===== src/rtl/i2c_tmp_pkg.sv =====
// -----------------------------------------------------------------------------
// i2c_tmp_pkg
// Shared definitions for the I2C temperature request scheduler:
//   - UART command constants and response headers
//   - scheduler FSM state encoding
//   - request-class encoding (also the pending-flag index)
// -----------------------------------------------------------------------------
package i2c_tmp_pkg;

   // UART command words
   localparam logic [63:0] CMD_INIT   = 64'h1e00_0000_0000_0002;
   localparam logic [31:0] CMD_WR_HDR = 32'h1d00_0001;
   localparam logic [31:0] CMD_RD_HDR = 32'h1d01_0001;

   // UART response headers
   localparam logic [31:0] RSP_WR_OK  = 32'h1d00_aaaa;
   localparam logic [31:0] RSP_RD_OK  = 32'h1d01_aaaa;
   localparam logic [31:0] RSP_RD_ERR = 32'h1d01_eeee;

   typedef enum logic [2:0] {
      ST_IDLE,
      ST_ISSUE,
      ST_WAIT,
      ST_DONE,
      ST_FAIL
   } state_t;

   // Encoding order is also the arbitration order (lowest value wins).
   typedef enum logic [1:0] {
      REQ_INIT,
      REQ_WR,
      REQ_RD,
      REQ_POLL
   } req_t;

   function automatic logic req_is_read(input req_t r);
      return (r == REQ_RD) || (r == REQ_POLL);
   endfunction

endpackage


===== src/rtl/i2c_tmp_sched_edge_sync.sv =====
// -----------------------------------------------------------------------------
// i2c_edge_sync
// Brings a level from the slow SCL domain into sys_clk through two flops and
// produces a one-cycle pulse on its rising edge. The pulse is valid three
// sys_clk edges after the source level rises.
// Ports:
//   sys_clk  in  : system clock
//   rst      in  : synchronous active-high reset
//   async_in in  : level from the engine (SCL domain)
//   rise     out : one-cycle pulse on a synchronized rising edge
// -----------------------------------------------------------------------------
module i2c_edge_sync (
   input  logic sys_clk,
   input  logic rst,
   input  logic async_in,
   output logic rise
);

   logic meta;
   logic sync;
   logic sync_d;

   always_ff @(posedge sys_clk) begin
      if (rst) begin
         meta   <= 1'b0;
         sync   <= 1'b0;
         sync_d <= 1'b0;
      end else begin
         meta   <= async_in;
         sync   <= meta;
         sync_d <= sync;
      end
   end

   assign rise = sync & ~sync_d;

endmodule


===== src/rtl/i2c_tmp_sched.sv =====
// -----------------------------------------------------------------------------
// i2c_tmp_sched
// Shares one I2C read/write engine between four requesters (power-up config
// write, UART config write, UART register read, 1 s temperature poll).
// Requests are latched into single-slot pending flags, granted one at a time
// by fixed priority INIT > WR > RD > POLL, and each grant runs
// ISSUE (start strobe held) -> WAIT (completion or timeout) -> DONE/FAIL.
// Ports:
//   sys_clk, rst                 : 20 MHz clock, synchronous active-high reset
//   time_1s_en                   : 1 Hz tick (poll request, init delay)
//   rv_uart_vld, rv_uart_data    : UART command strobe and word
//   uart_send_en, uart_data      : UART response pulse and held word
//   eng_wr_rd, eng_wp_enable,
//   eng_reg_in                   : engine direction, start strobe, word
//   eng_ready, eng_rd_valid      : engine completion levels (SCL domain)
//   eng_rd_one, eng_rd_two       : engine read data for both sensors
//   tmp_one, tmp_two, tmp_valid  : last good temperatures
//   busy, timeout_cnt            : FSM not idle, saturating timeout count
// -----------------------------------------------------------------------------
module i2c_tmp_sched
   import i2c_tmp_pkg::*;
#(
   parameter int unsigned HOLD_CYC         = 1010,
   parameter int unsigned TIMEOUT_CYC      = 200000,
   parameter int unsigned INIT_DELAY_TICKS = 3,
   parameter logic [31:0] CFG_WORD         = 32'h0101_0160
) (
   input  logic        sys_clk,
   input  logic        rst,
   input  logic        time_1s_en,
   input  logic        rv_uart_vld,
   input  logic [63:0] rv_uart_data,
   output logic        uart_send_en,
   output logic [63:0] uart_data,
   output logic        eng_wr_rd,
   output logic        eng_wp_enable,
   output logic [31:0] eng_reg_in,
   input  logic        eng_ready,
   input  logic        eng_rd_valid,
   input  logic [15:0] eng_rd_one,
   input  logic [15:0] eng_rd_two,
   output logic [15:0] tmp_one,
   output logic [15:0] tmp_two,
   output logic        tmp_valid,
   output logic        busy,
   output logic [7:0]  timeout_cnt
);

   state_t      state, next_state;
   req_t        cur_req, grant;
   logic [3:0]  pend;
   logic [31:0] wr_data, rd_data, grant_word;
   logic [31:0] hold_cnt, wait_cnt;
   logic [7:0]  tick_cnt;
   logic        init_fired, init_hit;
   logic        uart_init, uart_wr, uart_rd;
   logic        launch, complete, to_done, to_fail;
   logic        rdy_rise, rdv_rise;

   i2c_edge_sync u_sync_ready (
      .sys_clk  (sys_clk),
      .rst      (rst),
      .async_in (eng_ready),
      .rise     (rdy_rise)
   );

   i2c_edge_sync u_sync_rd_valid (
      .sys_clk  (sys_clk),
      .rst      (rst),
      .async_in (eng_rd_valid),
      .rise     (rdv_rise)
   );

   // ---------------- request decode ----------------
   assign uart_init = rv_uart_vld && (rv_uart_data == CMD_INIT);
   assign uart_wr   = rv_uart_vld && (rv_uart_data[63:32] == CMD_WR_HDR);
   assign uart_rd   = rv_uart_vld && (rv_uart_data[63:32] == CMD_RD_HDR);
   assign init_hit  = time_1s_en && !init_fired &&
                      (tick_cnt == 8'(INIT_DELAY_TICKS - 1));

   assign launch    = (state == ST_IDLE) && (pend != 4'b0000);
   assign complete  = req_is_read(cur_req) ? rdv_rise : rdy_rise;
   assign to_done   = (state == ST_WAIT) && (next_state == ST_DONE);
   assign to_fail   = (state == ST_WAIT) && (next_state == ST_FAIL);

   always_comb begin
      grant = REQ_POLL;
      if (pend[REQ_INIT])    grant = REQ_INIT;
      else if (pend[REQ_WR]) grant = REQ_WR;
      else if (pend[REQ_RD]) grant = REQ_RD;
   end

   always_comb begin
      unique case (grant)
         REQ_INIT: grant_word = CFG_WORD;
         REQ_WR:   grant_word = wr_data;
         REQ_RD:   grant_word = rd_data;
         default:  grant_word = 32'h0;
      endcase
   end

   // Pending flags: the grant clears first so a same-cycle re-request of the
   // granted class is kept for the next round.
   always_ff @(posedge sys_clk) begin
      if (rst) begin
         pend       <= 4'b0000;
         wr_data    <= 32'h0;
         rd_data    <= 32'h0;
         tick_cnt   <= 8'd0;
         init_fired <= 1'b0;
      end else begin
         if (launch) pend[grant] <= 1'b0;
         if (uart_init || init_hit) pend[REQ_INIT] <= 1'b1;
         if (uart_wr) begin
            pend[REQ_WR] <= 1'b1;
            wr_data      <= rv_uart_data[31:0];
         end
         if (uart_rd) begin
            pend[REQ_RD] <= 1'b1;
            rd_data      <= rv_uart_data[31:0];
         end
         if (time_1s_en) pend[REQ_POLL] <= 1'b1;
         // The init delay counter freezes once the config write has fired.
         if (time_1s_en && !init_fired) begin
            tick_cnt <= tick_cnt + 8'd1;
            if (init_hit) init_fired <= 1'b1;
         end
      end
   end

   // ---------------- FSM ----------------
   // NOTE: clocked state uses <= so every flop samples pre-edge values;
   // blocking assignments here would make results depend on block order.
   always_ff @(posedge sys_clk) begin
      if (rst) state <= ST_IDLE;
      else     state <= next_state;
   end

   // NOTE: next_state gets a default before the case so no path leaves it
   // unassigned, which would otherwise infer a latch.
   always_comb begin
      next_state = state;
      unique case (state)
         ST_IDLE:  if (launch) next_state = ST_ISSUE;
         ST_ISSUE: if (hold_cnt == HOLD_CYC - 1) next_state = ST_WAIT;
         ST_WAIT: begin
            if (complete)                         next_state = ST_DONE;
            else if (wait_cnt == TIMEOUT_CYC - 1) next_state = ST_FAIL;
         end
         ST_DONE:  next_state = ST_IDLE;
         ST_FAIL:  next_state = ST_IDLE;
         default:  next_state = ST_IDLE;
      endcase
   end

   always_comb begin
      eng_wp_enable = (state == ST_ISSUE);
      busy          = (state != ST_IDLE);
   end

   // Phase counters restart whenever their state is left, so each ISSUE and
   // WAIT visit gets a fresh budget.
   always_ff @(posedge sys_clk) begin
      if (rst) begin
         hold_cnt <= 32'h0;
         wait_cnt <= 32'h0;
      end else begin
         hold_cnt <= (state == ST_ISSUE) ? hold_cnt + 32'd1 : 32'h0;
         wait_cnt <= (state == ST_WAIT)  ? wait_cnt + 32'd1 : 32'h0;
      end
   end

   // ---------------- datapath / responses ----------------
   // Results are registered on the WAIT->DONE/FAIL edge so they are visible
   // during the DONE/FAIL cycle itself.
   always_ff @(posedge sys_clk) begin
      if (rst) begin
         cur_req      <= REQ_INIT;
         eng_wr_rd    <= 1'b0;
         eng_reg_in   <= 32'h0;
         uart_send_en <= 1'b0;
         uart_data    <= 64'h0;
         tmp_one      <= 16'h0;
         tmp_two      <= 16'h0;
         tmp_valid    <= 1'b0;
         timeout_cnt  <= 8'h0;
      end else begin
         uart_send_en <= 1'b0;
         if (launch) begin
            cur_req    <= grant;
            eng_wr_rd  <= req_is_read(grant);
            eng_reg_in <= grant_word;
         end
         if (to_done) begin
            if (req_is_read(cur_req)) begin
               tmp_one   <= eng_rd_one;
               tmp_two   <= eng_rd_two;
               tmp_valid <= 1'b1;
            end
            if (cur_req == REQ_RD) begin
               uart_send_en <= 1'b1;
               uart_data    <= {RSP_RD_OK, eng_rd_two, eng_rd_one};
            end else if (cur_req == REQ_WR) begin
               uart_send_en <= 1'b1;
               uart_data    <= {RSP_WR_OK, 32'h0};
            end
         end
         if (to_fail) begin
            if (timeout_cnt != 8'hff) timeout_cnt <= timeout_cnt + 8'd1;
            if (cur_req == REQ_RD) begin
               uart_send_en <= 1'b1;
               uart_data    <= {RSP_RD_ERR, 32'h0};
            end
         end
      end
   end

endmodule


===== config.mk =====
export PLATFORM = sky130hd
export DESIGN_NAME = i2c_tmp_sched
export DESIGN_NICKNAME = d
export VERILOG_FILES = /design/src/rtl/i2c_tmp_pkg.sv /design/src/rtl/i2c_tmp_sched_edge_sync.sv /design/src/rtl/i2c_tmp_sched.sv
export SDC_FILE = /design/constraint.sdc
export NUM_CORES = 1
export LEC_CHECK = 0
export CORE_MARGIN = 1
export CORE_UTILIZATION = 25
export DETAILED_ROUTE_END_ITERATION = 7
export PLACE_DENSITY_LB_ADDON = 0.2
export SLEW_MARGIN = 20
export SYNTH_ARGS = -nofsm -noshare
export SYNTH_HDL_FRONTEND = slang
export SYNTH_SLANG_ARGS = --single-unit

===== constraint.sdc =====
create_clock -name sys_clk -period 2.2 [get_ports sys_clk]
set_clock_uncertainty 0.1 [all_clocks]
set_input_delay 0.33 -clock sys_clk [delete_from_list [all_inputs] [get_ports sys_clk]]
set_output_delay 0.33 -clock sys_clk [all_outputs]
set_load 0.01 [all_outputs]

==> results, run 1 <==
- In this run the core area contains slightly below 80 standard-cell rows.
- The setup total negative slack is -118 ps.
- The post-synth design cell area is ~0.011 mm².
- The required time of the worst setup path is 2500 ps.
- The starting density of the core is between 20% and 30%.
- The worst path uses 102% of the clock period.
- The share of synthesized cell area in full adder, half adder and majority cells is 1.00%.
- The detailed-router iteration count before antenna repair is 6.
- Counting tap cells, the placed design contains a total of 2142 instances.
- Setup repair after global routing could not meet its margin everywhere.
- The worst hold path class is input pin to flop.
- Based on the critical path, the design can be clocked at up to 447 MHz.
- The clock net in this run drives a total of a little under 300 sinks.
- Measured against its own limit, the worst slew margin works out to around 52%.
- For this block, the initial DRC count from the detailed router was just under 600.
- The number of standard cells after synthesis is about 1300.
- The final period demand of the worst path is 2240 ps.
- The floorplan die width is roughly 210 µm.
- The static power due to leakage is 5.92 nW.
- The first global-routing pass estimated between 50000 and 60000 µm of wire.
- The number of buffers added on ports is around 240.
- For this run, the number of standard cells in the final layout without fillers is 2220.
- STA classifies the critical path startpoint as a flop.
- The finished cells cover 0.0169 mm².
- For this design the total switching power over the nets is 2.57 mW.
- For this block, the via count after detailed routing is 10300.
- The area growth from synthesis to layout is 50.0%.
- The routability-driven placement congestion ratio is 0.779.
- The detail-routed net length per standard cell is 15.8 µm.
- The number of I/O pins is between 200 and 250.
- The hold violation count in the final report is 0.
- The region available for standard cell placement spans ~0.044 mm².
- The most used flip-flop cell after synthesis is sky130_fd_sc_hd__dfxtp_1.
- Of all flip-flops after synthesis, the portion carrying an async set or reset was 0%.
- Of all nets on the critical path, the largest fanout is 5.
- The die area is about 0.046 mm².
- The filler cell count is approximately 4500.
- The critical path endpoint category is a flop.
- After detailed placement, the total cell area comes to roughly 0.015 mm².
- The synthesized-area fraction occupied by ao, oa, aoi and oai cells is 12.8%.
- The wire length reported by the detailed router is roughly 35000 µm.
- The number of different library cells used by synthesis comes to 54.
- The xor/xnor share of the synthesized area is about 4.9%.
- Each instance of the synthesized netlist takes up on average around 8.9 µm².
- The category of the most critical setup path is flop to flop.
- The total number of nets in the final design is 1711.
- The checks that failed: negative setup slack.
- After synthesis, flip-flops and latches occupy 51.6% of the total area.
- For this run the aggregate overflow at the end of global routing stands at 0.
- The final-report setup violation count is 4.
- Across the run, the number of max-cap violations was 0.
- Of the post-synthesis cell area, the part taken by muxes is slightly below 3%.
- After detailed routing, the number of remaining DRC violations is 0.
- The pin count of the biggest net entering global routing is around 110.
- Counting the buffers created by CTS gives 35.
- The later pin in the worst-skew pair is clocked with a latency of between 500 and 600 ps.
- The via count normalized by instance count is approximately 4.6.
- Sequential cells account for about 45% of the total power.
- Yosys mapped a number of flops with a built-in enable equal to 0.
- The clock passes through at most 3 buffers.
- At the end of the flow the core is filled with cells to about two fifths.
- The flow ran to the end, but the final reports show violations.
- The power density relative to cell area is about 700 mW/mm².
- Combinational logic burns under 10% of the power.
- IR analysis of the VDD net gives a maximum drop of between 0.4 and 0.5 mV.
- After layout, the worst setup slack is -39.2 ps.
- After Yosys synthesis, and, or, nand and nor cells account for between 20 and 25% of the synthesized area.
- Of the total power, the clock network draws about half.
- The number of nets in the synthesized netlist is around 1400.
- The synthesis-stage register bit count is 290.
- The internal portion of the total power is between 9 and 10 mW.
- The die is 214 µm tall.
- The post-DP HPWL is about 23000 µm.
- The largest family of logic cells by synthesized area is simple AND/OR/NAND/NOR gates.
- The sum of internal, switching and leakage power is ~12 mW.
- The remaining number of nets flagged by the antenna check after routing is 0.
- The clock tree synthesis step divided the H-tree into 2 levels.
- Of the total power, the share spent switching nets is 21.7%.
- For the pin with the worst max-slew slack, the measured transition is 718 ps.
- STA puts the critical path data arrival time at 2540 ps.
- The count of pins over their slew limit is 0.
- The initial antenna violation count is 1.
- The number of warnings issued by yosys is 0.
- TritonCTS built the clock tree.
- Global routing used between 10% and 20% of the available tracks across all layers.
- The clock transition time at the flip-flop clock pins of the worst setup and hold paths is 60 ps.
- The via count of the first global-routing pass is about 10000.
- The cell at the root of the clock tree is sky130_fd_sc_hd__clkbuf_16.
- The fraction of final layout cells sized beyond drive strength 1 is between 10% and 20%.
cells in the final DEF (no fill, tap or decap), types with 7 or more instances in the layout:
cell and count:
sky130_fd_sc_hd__clkdlybuf4s50_1 239, sky130_fd_sc_hd__nor2b_1 9, sky130_fd_sc_hd__nand3_1 33, sky130_fd_sc_hd__a22o_1 27, sky130_fd_sc_hd__buf_12 13, sky130_fd_sc_hd__mux2i_1 32
sky130_fd_sc_hd__a22oi_2 15, sky130_fd_sc_hd__a22oi_1 49, sky130_fd_sc_hd__clkbuf_16 38, sky130_fd_sc_hd__clkbuf_1 8, sky130_fd_sc_hd__nor4_1 21, sky130_fd_sc_hd__a21oi_1 100
sky130_fd_sc_hd__nor3_1 10, sky130_fd_sc_hd__dfxtp_1 285, sky130_fd_sc_hd__nor2_1 186, sky130_fd_sc_hd__clkbuf_8 8, sky130_fd_sc_hd__and3_1 28, sky130_fd_sc_hd__buf_4 112
sky130_fd_sc_hd__xnor2_1 20, sky130_fd_sc_hd__xor2_1 43, sky130_fd_sc_hd__or4_1 8, sky130_fd_sc_hd__nand2_1 162, sky130_fd_sc_hd__and4_1 7, sky130_fd_sc_hd__inv_1 26
sky130_fd_sc_hd__nand4_1 24
metal layers:
layer	GRT usage, %	vias to the layer above	part of all wire [%]
li1	-	5068	-
met1	19.9	4839	47
met2	23.6	314	44
met3	4.01	43	6.8
met4	3.81	0	1.8
met5	0	-	0
power by group through the flow:
| stage | logic, mW | registers [mW] | clock network [mW] |
|---|---|---|---|
| floorplan | 0.175 | 5.40 | 0 |
| global placement | 0.558 | 5.41 | 0 |
| detailed placement | 0.560 | 5.41 | 0 |
| CTS | 0.573 | 5.29 | 6.18 |
| global route | 0.624 | 5.29 | 6.38 |
| finish | 0.573 | 5.29 | 5.98 |
flip-flops by register name (all words and copies together) (netlist names), 3 cells and up:
name and flops:
uart_data 64, eng_reg_in 32, hold_cnt 32, rd_data 32, wait_cnt 32, wr_data 32
tmp_one 16, tmp_two 16, tick_cnt 8, timeout_cnt 8, pend 4, state 3
synthesized netlist by cell type (24+ instances only):
cell / number / area share [%]
sky130_fd_sc_hd__xor2_1: 43 / 3.3
sky130_fd_sc_hd__dfxtp_1: 290 / 52
sky130_fd_sc_hd__a21oi_1: 100 / 4.5
sky130_fd_sc_hd__and3_1: 29 / 1.6
sky130_fd_sc_hd__a22oi_1: 64 / 4.3
sky130_fd_sc_hd__clkbuf_1: 64 / 2.1
sky130_fd_sc_hd__mux2i_1: 32 / 2.8
sky130_fd_sc_hd__inv_1: 28 / 0.93
sky130_fd_sc_hd__a22o_1: 27 / 2.1
sky130_fd_sc_hd__nand2_1: 166 / 5.5
sky130_fd_sc_hd__nand3_1: 34 / 1.5
sky130_fd_sc_hd__nand4_1: 24 / 1.3
sky130_fd_sc_hd__nor4_1: 25 / 1.4
sky130_fd_sc_hd__nor2_1: 188 / 6.3
worst max-delay path: stages, from the launching register on:
cell and delay, ps:
sky130_fd_sc_hd__dfxtp_4 360, sky130_fd_sc_hd__inv_2 60, sky130_fd_sc_hd__ha_4 140, sky130_fd_sc_hd__or4b_4 140, sky130_fd_sc_hd__o211ai_1 110, sky130_fd_sc_hd__or4_4 620, sky130_fd_sc_hd__nor4_4 260, sky130_fd_sc_hd__mux2_4 320
layout make-up:
cell class	instances	area (µm²)	share of cell area, %
flip-flops and latches	290	5820	34.5
multi-input cells	870	5340	31.7
repair buffers	375	3650	21.6
clock buffers	53	1070	6.32
well taps	592	741	4.39
clock inverters	10	140	0.831
inverters	28	108	0.638
diodes	2	5.00	0.0297
final timing paths:
kind,from,end,slack [ps],cells past startpoint
setup / recovery,cur_req[0]$_SDFFE_PP0P_,timeout_cnt[4]$_SDFFE_PP0P_,-40,7
hold / removal,rst,eng_reg_in[7]$_SDFFE_PP0P_,20,2
setup reg to reg,cur_req[0]$_SDFFE_PP0P_,timeout_cnt[4]$_SDFFE_PP0P_,-40,7
hold reg to reg,u_sync_rd_valid.meta$_SDFF_PP0_,u_sync_rd_valid.sync$_SDFF_PP0_,340,1
kinds of logic (layout without fill, tap and decap cells):
logic type	Yosys count	count (layout)
flops	290	290
fa+ha+maj	9	9
other cells	0	2
compound gates	219	219
buf+inv	105	466
xor+xnor	63	63
mux	33	33
simple gates	544	546
per-stage QoR:
stage	hold slack [ps]	worst slack (ps)
2_1_floorplan	314	-91.5
3_3_place_gp	333	-326
3_5_place_dp	329	-355
4_1_cts	1.32	-33.3
5_1_grt	13.1	-143
6_report	20.4	-39.2
repair_timing:
item                       4_1_cts  5_1_grt
setup endpoints to repair       76       75
hold buffers                     0        0
pin swaps                       17        7
setup buffers                    7        0
resized for setup               31       37
gates cloned                     4        2
Note: power is estimated with default switching activity, not from simulation.
==> run 2, diff against run 1 <==
Settings changed: CORE_UTILIZATION 25 to 46.
==> run 2 against run 1 <==
The flow still finishes with violations (negative setup slack). Register-to-register slack worse by 120 ps. Sequential power about the same. Cell area down 2.0%. Worst hold slack better by 79 ps. Sequential share of layout area up 0.71 points. Critical path depth down 1. Largest power group is now sequential cells.
==> results, run 2 (synthesized netlist as in run 1, its figures left out) <==
- The relative max-transition margin is approximately 54%.
- The sum of internal, switching and leakage power is between 10 and 15 mW.
- Fill cells in the final layout number ~1800.
- The number of buffers added on ports is about 240.
- The repair_antennas step left the layout with diodes totalling 0.
- The footprint of the multi-input gates is 0.00553 mm².
- The library cell used most frequently in the layout, excluding fill and tap cells, is sky130_fd_sc_hd__dfxtp_1.
- The hold violation count in the final report is 0.
- The number of buffers between clock root and the deepest sink is 3.
- The number of flip-flops in the largest register is between 60 and 70.
- In this run the worst path has a maximum fanout of 6.
- The worst setup path is launched from a flop.
- The wire length of the first global-routing pass is ~49000 µm.
- The worst path in the final design needs a cycle of ~2400 ps, including I/O delays and setup.
- Ranked by flip-flop count, first place goes to uart_data.
- For this run, the total global-route usage over all layers was measured as approximately 24%.
- The critical path endpoint category is a flop.
- The ratio of final minimum period to clock period is 107%.
- The routability-driven placement congestion ratio is roughly 0.79.
- Compared with the post-synthesis result, the final layout area differs by 47.0%.
- In this run the static leakage power is 5.81 nW.
- The initial utilization of the core area, before any placement, comes to 47.3%.
- Setup repair after global routing could not meet its margin everywhere.
- Setup slack on the critical path of the routed design comes to -156 ps.
- The floorplan has 56 rows.
- Measured along the y axis, the die boundary spans around 160 µm.
- In this run, the number of DRC markers left after iteration 0 of detailed routing was ~630.
- Data arrives at the worst endpoint at between 2000 and 3000 ps.
- The hold-fix buffer count after cts is 0.
- The maximum frequency from static timing analysis is around 420 MHz.
- The clock reaches the later pin of the worst-skew pair after approximately 560 ps.
- The sequential cell area is about 0.0058 mm².
- The tool flagged a number of max-cap violations equal to 0.
- The initial antenna violation count is 0.
- The number of I/O pins is 243.
- In this run the remaining antenna-violating nets after routing total 0.
- The worst-case vdd ir drop is roughly 0.50 mV.
- The clock tree from TritonCTS is yes.
- The post-DP HPWL is ~21000 µm.
- The detailed-router iteration count before antenna repair is 5.
- The fraction of final layout cells sized beyond drive strength 1 is a little under a fifth.
- The worst hold slack is roughly 100 ps.
- The total number of nets in the final design is around 1700.
- The count of pins over their slew limit came to 0.
- After detailed routing, the number of vias per cell comes to 5.36.
- For the pin with the worst max-slew slack, the measured transition is around 700 ps.
- Setup violations remaining at the end of the flow were counted as 62.
- The setup path with the least slack is of type flop to flop.
- The total clock buffers created by CTS is 30.
- In the final routed layout, each cell accounts on average for 16.8 µm.
- Entering global routing, the biggest net connects 129 pins.
- For this run, design rule violations remaining after detail routing come to 0.
- The clock transition time at the flip-flop clock pins of the worst setup and hold paths is around 60 ps.
- The checks that failed: negative setup slack.
- The worst setup timing slack at the placement stage is -413 ps.
- The total grt overflow is 0.
- The tree built by TritonCTS fans out to 290 sinks.
- The wire length reported by the detailed router is ~32000 µm.
- The cell sitting at the root of the clock tree is a sky130_fd_sc_hd__clkbuf_16.
- The required time of the worst setup path is around 2600 ps.
- The via count of the first global-routing pass is approximately 9700.
- The power density relative to cell area is approximately 670 mW/mm².
- The flow ran to the end, but the final reports show violations.
- The die covers ~0.025 mm².
- The library cells used most frequently in the layout, excluding fill and tap cells, are 282 x sky130_fd_sc_hd__dfxtp_1, 239 x sky130_fd_sc_hd__clkdlybuf4s50_1, 186 x sky130_fd_sc_hd__nor2_1, 159 x sky130_fd_sc_hd__nand2_1, 109 x sky130_fd_sc_hd__buf_4.
- The via count of the routed design is about 10000.
- After floorplanning, the core was sized to cover 0.0238 mm².
- The tightest min-delay check is of the input pin to flop type.
- The floorplan die width is 158 µm.
- The count of H-tree levels built during CTS is 1.
==> run 2: changes by cell type in the layout (fill, tap and decap cells not counted), moves of 3 or more <==
cell	previous run	this run
sky130_fd_sc_hd__dfxtp_2	3	6
sky130_fd_sc_hd__nand2_4	0	5
sky130_fd_sc_hd__and3_1	28	13
sky130_fd_sc_hd__a21oi_1	100	79
sky130_fd_sc_hd__a21oi_2	0	20
sky130_fd_sc_hd__buf_4	112	109
sky130_fd_sc_hd__buf_12	13	8
sky130_fd_sc_hd__dfxtp_1	285	282
sky130_fd_sc_hd__nand2_1	162	159
sky130_fd_sc_hd__buf_6	6	9
sky130_fd_sc_hd__and3_4	1	16
==> run 2: final cells by class <==
type	count	area share, %
clock inverters	9	0.628
multi-input cells	870	33.4
clock buffers	47	5.60
flip-flops and latches	290	35.2
repair buffers	373	22.1
well taps	319	2.41
inverters	28	0.651
==> run 2: through the flow <==
step / setup TNS, ps / instances / cell area [µm²] / util (%)
final: -3190 / 1936 / 16500 / 69.6
after CTS: -2900 / 1921 / 16000 / 67.4
after detailed placement: -35510 / 1850 / 14700 / 61.8
after floorplan: -1710 / 1263 / 11300 / -
after global placement: -35870 / 1850 / 14700 / 61.8
after global routing: -7650 / 1936 / 16500 / 69.6
==> run 2: critical path, stage by stage (launching register included) <==
cell                       delay (ps)
sky130_fd_sc_hd__dfxtp_2          320
sky130_fd_sc_hd__nor4b_2          260
sky130_fd_sc_hd__nand4b_1         200
sky130_fd_sc_hd__buf_4            190
sky130_fd_sc_hd__or4_4            550
sky130_fd_sc_hd__or4_4            540
sky130_fd_sc_hd__a21oi_2          120
==> run 2: timing repair <==
| item | 4_1_cts | 5_1_grt |
|---|---|---|
| pin swaps | 17 | 52 |
| endpoints found under the setup margin | 74 | 79 |
| setup buffers | 12 | 7 |
| gates resized for setup | 43 | 76 |
| gates cloned | 3 | 10 |
==> run 2: worst paths after layout <==
path,slack [ps],end,startpoint,depth (start not counted)
max,-160,timeout_cnt[5]$_SDFFE_PP0P_,wait_cnt[12]$_SDFF_PP0_,6
min,100,init_fired$_SDFFE_PP0P_,rst,3
max reg2reg,-160,timeout_cnt[5]$_SDFFE_PP0P_,wait_cnt[12]$_SDFF_PP0_,6
min reg2reg,350,u_sync_rd_valid.sync$_SDFF_PP0_,u_sync_rd_valid.meta$_SDFF_PP0_,1
==> run 2: power breakdown <==
part	internal, mW	total, mW	switching, mW
Sequential	5.27	5.29	0.0205
Clock	3.11	5.20	2.09
Combinational	0.291	0.559	0.269
Total	8.68	11.1	2.38
==> run 2: metal layers <==
layer  wire (µm)  GRT usage, %
met5           0             0
met4         718          7.60
met3        2470          5.09
met2       15900          42.7
met1       13300          29.1
